File: src/rtl/pe_pkg.sv
// Shared types and default sizes for the PE datapath blocks.
package pe_pkg;

  localparam int W_IN    = 8;
  localparam int W_ACC   = 24;
  localparam int MAX_LEN = 1024;

  typedef logic signed [W_IN-1:0]   act_t;
  typedef logic signed [2*W_IN-1:0] prod_t;
  typedef logic signed [W_ACC-1:0]  acc_t;

  typedef enum logic {IDLE = 1'b0, ACC = 1'b1} pe_state_e;

endpackage

File: src/rtl/pe_mult.sv
// Registered signed multiplier stage with enable; en low freezes product and tags.
module pe_mult #(
  parameter int W_IN = pe_pkg::W_IN
) (
  input  logic                     clk,
  input  logic                     rst,
  input  logic                     en,
  input  logic                     vld,
  input  logic                     last,
  input  logic signed [W_IN-1:0]   a,
  input  logic signed [W_IN-1:0]   b,
  output logic signed [2*W_IN-1:0] p,
  output logic                     p_valid,
  output logic                     p_last
);

  always_ff @(posedge clk or posedge rst) begin
    if (rst) begin
      p       <= '0;
      p_valid <= 1'b0;
      p_last  <= 1'b0;
    end else if (en) begin
      p_valid <= vld;
      if (vld) begin
        p      <= a * b;
        p_last <= last;
      end
    end
  end

endmodule

File: src/rtl/pe_mac_acc.sv
// Streaming signed dot-product engine: multiply stage, accumulate stage, held result register.
// Define PE_MAC_SAT_EN for a saturating accumulator; otherwise the sum wraps and out_sat stays 0.
//
// state | meaning
// IDLE  | no partial sum; next product starts a new vector
// ACC   | partial sum held in acc, waiting for more elements
module pe_mac_acc
  import pe_pkg::*;
#(
  parameter int W_IN    = pe_pkg::W_IN,
  parameter int W       = pe_pkg::W_ACC,
  parameter int MAX_LEN = pe_pkg::MAX_LEN,
  localparam int LW     = $clog2(MAX_LEN + 1)
) (
  input  logic                   clk,
  input  logic                   rst,
  input  logic                   in_valid,
  output logic                   in_ready,
  input  logic signed [W_IN-1:0] in_act,
  input  logic signed [W_IN-1:0] in_wgt,
  input  logic                   in_last,
  output logic                   out_valid,
  input  logic                   out_ready,
  output logic signed [W-1:0]    out_data,
  output logic [LW-1:0]          out_len,
  output logic                   out_sat
);

  localparam int PW = 2 * W_IN;

  logic                 rdy_en, stall, accept, fire;
  logic signed [PW-1:0] p;
  logic                 p_valid, p_last;
  logic signed [W-1:0]  p_ext, acc, base, sum;
  logic [LW-1:0]        cnt, len;
  logic                 clip;
  pe_state_e            state, state_nxt;

  // in_ready must read 0 while rst is high and rise on the first clock after release
  always_ff @(posedge clk or posedge rst) begin
    if (rst) rdy_en <= 1'b0;
    else     rdy_en <= 1'b1;
  end

  assign stall    = out_valid & ~out_ready;
  assign in_ready = rdy_en & ~stall;
  assign accept   = in_valid & in_ready;
  assign fire     = p_valid & ~stall;

  pe_mult #(.W_IN(W_IN)) u_mult (
    .clk     (clk),
    .rst     (rst),
    .en      (~stall),
    .vld     (accept),
    .last    (in_last),
    .a       (in_act),
    .b       (in_wgt),
    .p       (p),
    .p_valid (p_valid),
    .p_last  (p_last)
  );

  assign p_ext = {{(W-PW){p[PW-1]}}, p};
  assign len   = (cnt == LW'(MAX_LEN)) ? cnt : cnt + 1'b1;

  always_ff @(posedge clk or posedge rst) begin
    if (rst) state <= IDLE;
    else     state <= state_nxt;
  end

  always_comb begin
    state_nxt = state;
    case (state)
      IDLE: if (fire && !p_last) state_nxt = ACC;
      ACC:  if (fire && p_last)  state_nxt = IDLE;
      default: state_nxt = IDLE;
    endcase
  end

  always_comb begin
    base = '0;
    if (state == ACC) base = acc;
  end

`ifdef PE_MAC_SAT_EN
  localparam logic signed [W-1:0] MAXV = {1'b0, {(W-1){1'b1}}};
  localparam logic signed [W-1:0] MINV = {1'b1, {(W-1){1'b0}}};

  logic [W:0] sum_w;
  logic       part_sat;

  // Once a partial sum has clipped it stays pinned at that rail until the vector ends
  always_comb begin
    sum_w = {base[W-1], base} + {p_ext[W-1], p_ext};
    sum   = sum_w[W-1:0];
    clip  = 1'b0;
    if (state == ACC && part_sat) begin
      sum  = acc;
      clip = 1'b1;
    end else if (sum_w[W] != sum_w[W-1]) begin
      sum  = sum_w[W] ? MINV : MAXV;
      clip = 1'b1;
    end
  end

  always_ff @(posedge clk or posedge rst) begin
    if (rst)       part_sat <= 1'b0;
    else if (fire) part_sat <= p_last ? 1'b0 : clip;
  end
`else
  always_comb begin
    sum  = base + p_ext;
    clip = 1'b0;
  end
`endif

  always_ff @(posedge clk or posedge rst) begin
    if (rst) begin
      acc <= '0;
      cnt <= '0;
    end else if (fire) begin
      if (p_last) begin
        acc <= '0;
        cnt <= '0;
      end else begin
        acc <= sum;
        cnt <= len;
      end
    end
  end

  // A completing vector reloads the result even in the cycle the old one is taken
  always_ff @(posedge clk or posedge rst) begin
    if (rst) begin
      out_valid <= 1'b0;
      out_data  <= '0;
      out_len   <= '0;
      out_sat   <= 1'b0;
    end else if (fire && p_last) begin
      out_valid <= 1'b1;
      out_data  <= sum;
      out_len   <= len;
      out_sat   <= clip;
    end else if (out_valid && out_ready) begin
      out_valid <= 1'b0;
    end
  end

endmodule

File: config.mk
export PLATFORM = sky130hd
export DESIGN_NAME = pe_mac_acc
export DESIGN_NICKNAME = d
export VERILOG_FILES = /design/src/rtl/pe_pkg.sv /design/src/rtl/pe_mult.sv /design/src/rtl/pe_mac_acc.sv
export SDC_FILE = /design/constraint.sdc
export NUM_CORES = 1
export LEC_CHECK = 0
export BUFFER_PORTS_ARGS = -buffer_cell sky130_fd_sc_hd__buf_4
export CAP_MARGIN = 20
export CORE_MARGIN = 2
export CORE_UTILIZATION = 45
export CTS_CLUSTER_DIAMETER = 150
export DETAILED_ROUTE_END_ITERATION = 10
export PLACE_DENSITY = 0.65
export SLEW_MARGIN = 10
export SYNTH_ARGS = -nofsm -noshare
export SYNTH_HDL_FRONTEND = slang
export SYNTH_SLANG_ARGS = --single-unit
File: constraint.sdc
create_clock -name clk -period 3.34 [get_ports clk]
set_input_delay 0.167 -clock clk [delete_from_list [all_inputs] [get_ports clk]]
set_output_delay 0.167 -clock clk [all_outputs]
set_load 0.02 [all_outputs]
==> metrics.md <==
| Metric | Value |
|---|---|
| Asr flop ratio synth | `100%` |
| Global-route wire length before repair | `27.1 mm` |
| DIE WIDTH | `133 um` |
| Max-cap viol count | `0` |
| GRT met2 Usage | `33.0%` |
| Status | `finished, violations left` |
| Hold path start | `in_last` |
| ANT cells | `0` |
| Post-Syn Area | `7490 um^2` |
| Overflow after GRT | `0` |
| Hold Path Depth | `2` |
| Number of fill cells | `1475` |
| Pwr Density | `854 nW/um^2` |
| Largest net degree at the start of global routing | `38` |
| H-tree depth | `3` |
| Fin. Hold Viols | `0` |
| R2R Setup Slk | `0.27 ns` |
| Total track usage | `18.6%` |
| CP max FO | `4` |
| Clock sinks | `91` |
| Setup crit start kind | `primary input` |
| Worst-margin pin slew | `0.794 ns` |
| Relative slew slack | `47.0%` |
| Max IR drop VDD | `0.371 mV` |
| RePlAce Congestion | `0.894` |
| Area grow syn2layout | `22.8%` |
| I/O pin count | `59` |
| Final WL | `15.6 mm` |
| Clock-pin slew on the worst setup and hold paths | `0.06 ns` |
| TritonCTS buffer count | `9` |
| Grt met3 use | `2.49%` |
| Period minus WS final | `3.82 ns` |
| EDFF count, synth | `0` |
| YS warnings | `0` |
| RSZ-0062 raised after global routing | `yes` |
| Layout cells sized above 1 | `25.2%` |
| Area occupied by multi-input gates | `5030 um^2` |
| Antenna violations before repair | `0` |
| Die height | `133 um` |
| Std-Cell Rows | `47` |
| Fin nets | `1044` |
| Commonest non-fill, non-tap cell in the layout | `buf_4` |
| CTS root buffer | `clkbuf_16` |
| DR vias/cell | `5.02` |
| Vias in the first global route | `5690` |
| Ys flop type | `dfrtp_1` |
| Post-DP Area | `8630 um^2` |
| Endpoints failing setup | `7` |
| Hold EP | `u_mult.p_last$_DFFE_PP0P_` |
| Post-Synthesis Cells | `802` |
| Port Buffers | `57` |
| Die area | `17700 um^2` |
| Violated checks | `negative setup slack` |
| Clk Latency, worst-skew pair | `0.34 ns` |
| Design area | `9200 um^2` |
| Max Slew Vio Count | `0` |
| Initial DRC Count | `331` |
| Clk_skew | `0.00718 ns` |
| Core ar. | `16400 um^2` |
| Final setup margin | `-0.482 ns` |
| Post-Route Setup TNS | `-2.23 ns` |
| Flops & latches, synth | `91` |
| CTS tree | `done` |
| Critical path class | `in -> reg` |
| Vias | `5708` |
| First-pass DRT Iterations | `5` |
| Busiest grt layer | `met2` |
| Register area share after synthesis | `30.4%` |
| Overall Power | `0.00786 W` |
| Wirelength per Cell | `13.8 um` |
| Cells on worst reg2reg path | `10` |
| End of the worst register-to-register path | `out_data[19]$_DFFE_PP0P_` |
| Sequential standard cell area | `2280 um^2` |
| CP Capture Type | `flip-flop` |
| Worst endpoint required time | `3.59 ns` |
| Syn_nets | `933` |
| Most frequent cells in the layout | `116 x buf_4, 91 x nand2_1, 91 x dfrtp_1` |
| Syn avg cell area | `9.34 um^2` |
| Yosys cell types | `61` |
| Post-Place Setup Slack | `-0.890 ns` |
| Met1 Use GR | `24.6%` |
| DRC violations left | `0` |
| Leak | `4.49 nW` |
| Fmax | `0.262 GHz` |
| Initial core utilization | `45.7%` |
| Post-DP HPWL | `12.4 mm` |
| Hold/Removal Path Class | `in -> reg` |
| Antenna Violating Nets Remaining | `0` |
| Clk buf depth | `2` |
| Period utilisation layout | `114%` |
| Arrival @ worst endpoint | `4.07 ns` |
[cell usage after synthesis, types with 3 or more instances]
cell      instances  area, um^2
xnor2_1          24         210
fa_1             56        1120
and2_1           72         450
clkbuf_1         22        82.6
a31oi_1           3        18.8
nand2_1          93         349
mux2_2           19         214
or2_2             3        18.8
dfrtp_1          91        2280
a22o_1            8        70.1
o31ai_1           8        60.1
nand3_1          15        75.1
o21ai_0          56         280
mux2i_1           5        50.1
nor2_1           21        78.8
and3_1            6        37.5
xor2_1           16         140
nor2b_1           8        50.1
o21a_1           10        75.1
o21bai_1          3        22.5
nand2b_1          8        50.1
a21oi_1          33         165
ha_1             54         676
or3_1             3        18.8
nor3_1           15        75.1
inv_1            89         334
nand3b_1          4        30.0
a21o_1            7        52.6
[state kept, by name, summed over array words and instances, names as in the netlist, named ones only]
| name | cells |
|---|---|
| u_mult.p_last | 1 |
| u_mult.p | 16 |
| acc | 24 |
| out_data | 24 |
| u_mult.p_valid | 1 |
| rdy_en | 1 |
| cnt | 11 |
| out_valid | 1 |
| out_len | 11 |
[kinds of logic (layout without fill, tap and decap cells)]
logic type	after synthesis	in the layout	synth area share, %
DFF	91	91	30.4
other	2	2	0.100
adders and majority gates	110	110	24.0
AOI/OAI and AO/OA	157	157	13.5
xor gates and xnor gates	40	40	4.68
muxes	24	24	3.52
and+or+nand+nor	263	263	18.0
buffers and inverters	115	230	5.83
[how the worst max path moves through the flow]
| stage | startpoint | to | slack, ns | depth (start not counted) |
|---|---|---|---|---|
| after floorplan | in_wgt[2] | u_mult.p[14]$_DFFE_PP0P_ | -0.64 | 16 |
| after global placement | in_act[5] | u_mult.p[14]$_DFFE_PP0P_ | -0.86 | 17 |
| after detailed placement | in_wgt[3] | u_mult.p[14]$_DFFE_PP0P_ | -0.89 | 17 |
| after CTS | in_act[4] | u_mult.p[14]$_DFFE_PP0P_ | -0.48 | 17 |
| after global routing | in_act[4] | u_mult.p[14]$_DFFE_PP0P_ | -0.63 | 17 |
| final | in_act[4] | u_mult.p[14]$_DFFE_PP0P_ | -0.48 | 17 |
[power by group]
part / leakage [nW] / total (W) / switching, W / internal (W)
clock: 0.145 / 0.000979 / 0.000416 / 0.000563
combinational: 3.19 / 0.00503 / 0.00260 / 0.00243
sequential: 1.15 / 0.00185 / 0.000310 / 0.00154
[routing by layer]
layer | up-vias | wire, um
met5 | - | 0
met4 | 0 | 101
met3 | 6 | 409
met2 | 80 | 7780
met1 | 2724 | 7350
li1 | 2898 | -
[area by class of cell]
type / instances / share of cell area (%)
flip-flops and latches: 91 / 24.7
well taps: 220 / 2.99
clock inverters: 3 / 0.245
clock buffers: 12 / 2.90
repair buffers: 126 / 10.8
multi-input cells: 596 / 54.6
inverters: 89 / 3.68
[worst max-delay path: stages]
cell	delay, ns
buf_8	0.10
and2_4	0.15
fa_1	0.52
inv_1	0.05
fa_1	0.48
inv_2	0.04
fa_1	0.52
inv_1	0.05
fa_1	0.48
inv_2	0.04
ha_4	0.20
o21a_1	0.12
o21a_1	0.19
o311a_1	0.33
o211a_1	0.24
o21a_1	0.18
o31ai_2	0.19
[per-stage QoR]
| stage | std cells | hold WS [ns] | utilization, % |
|---|---|---|---|
| finish | 1137 | 0.0635 | 56.1 |
| global route | 1137 | 0.0608 | 56.1 |
| CTS | 1131 | 0.0535 | 55.4 |
| detailed placement | 1113 | 0.137 | 52.6 |
| global placement | 1113 | 0.138 | 52.6 |
| floorplan | 802 | 0.303 | - |
[repair_timing]
| action | CTS | global route |
|---|---|---|
| pin swaps | 36 | 28 |
| hold buffers | 1 | 0 |
| setup endpoints to repair | 7 | 7 |
| gates cloned | 0 | 0 |
| resized for setup | 32 | 24 |
| endpoints found under the hold margin | 20 | 0 |
| setup buffers | 2 | 6 |
Note: power is estimated with default switching activity, not from simulation.
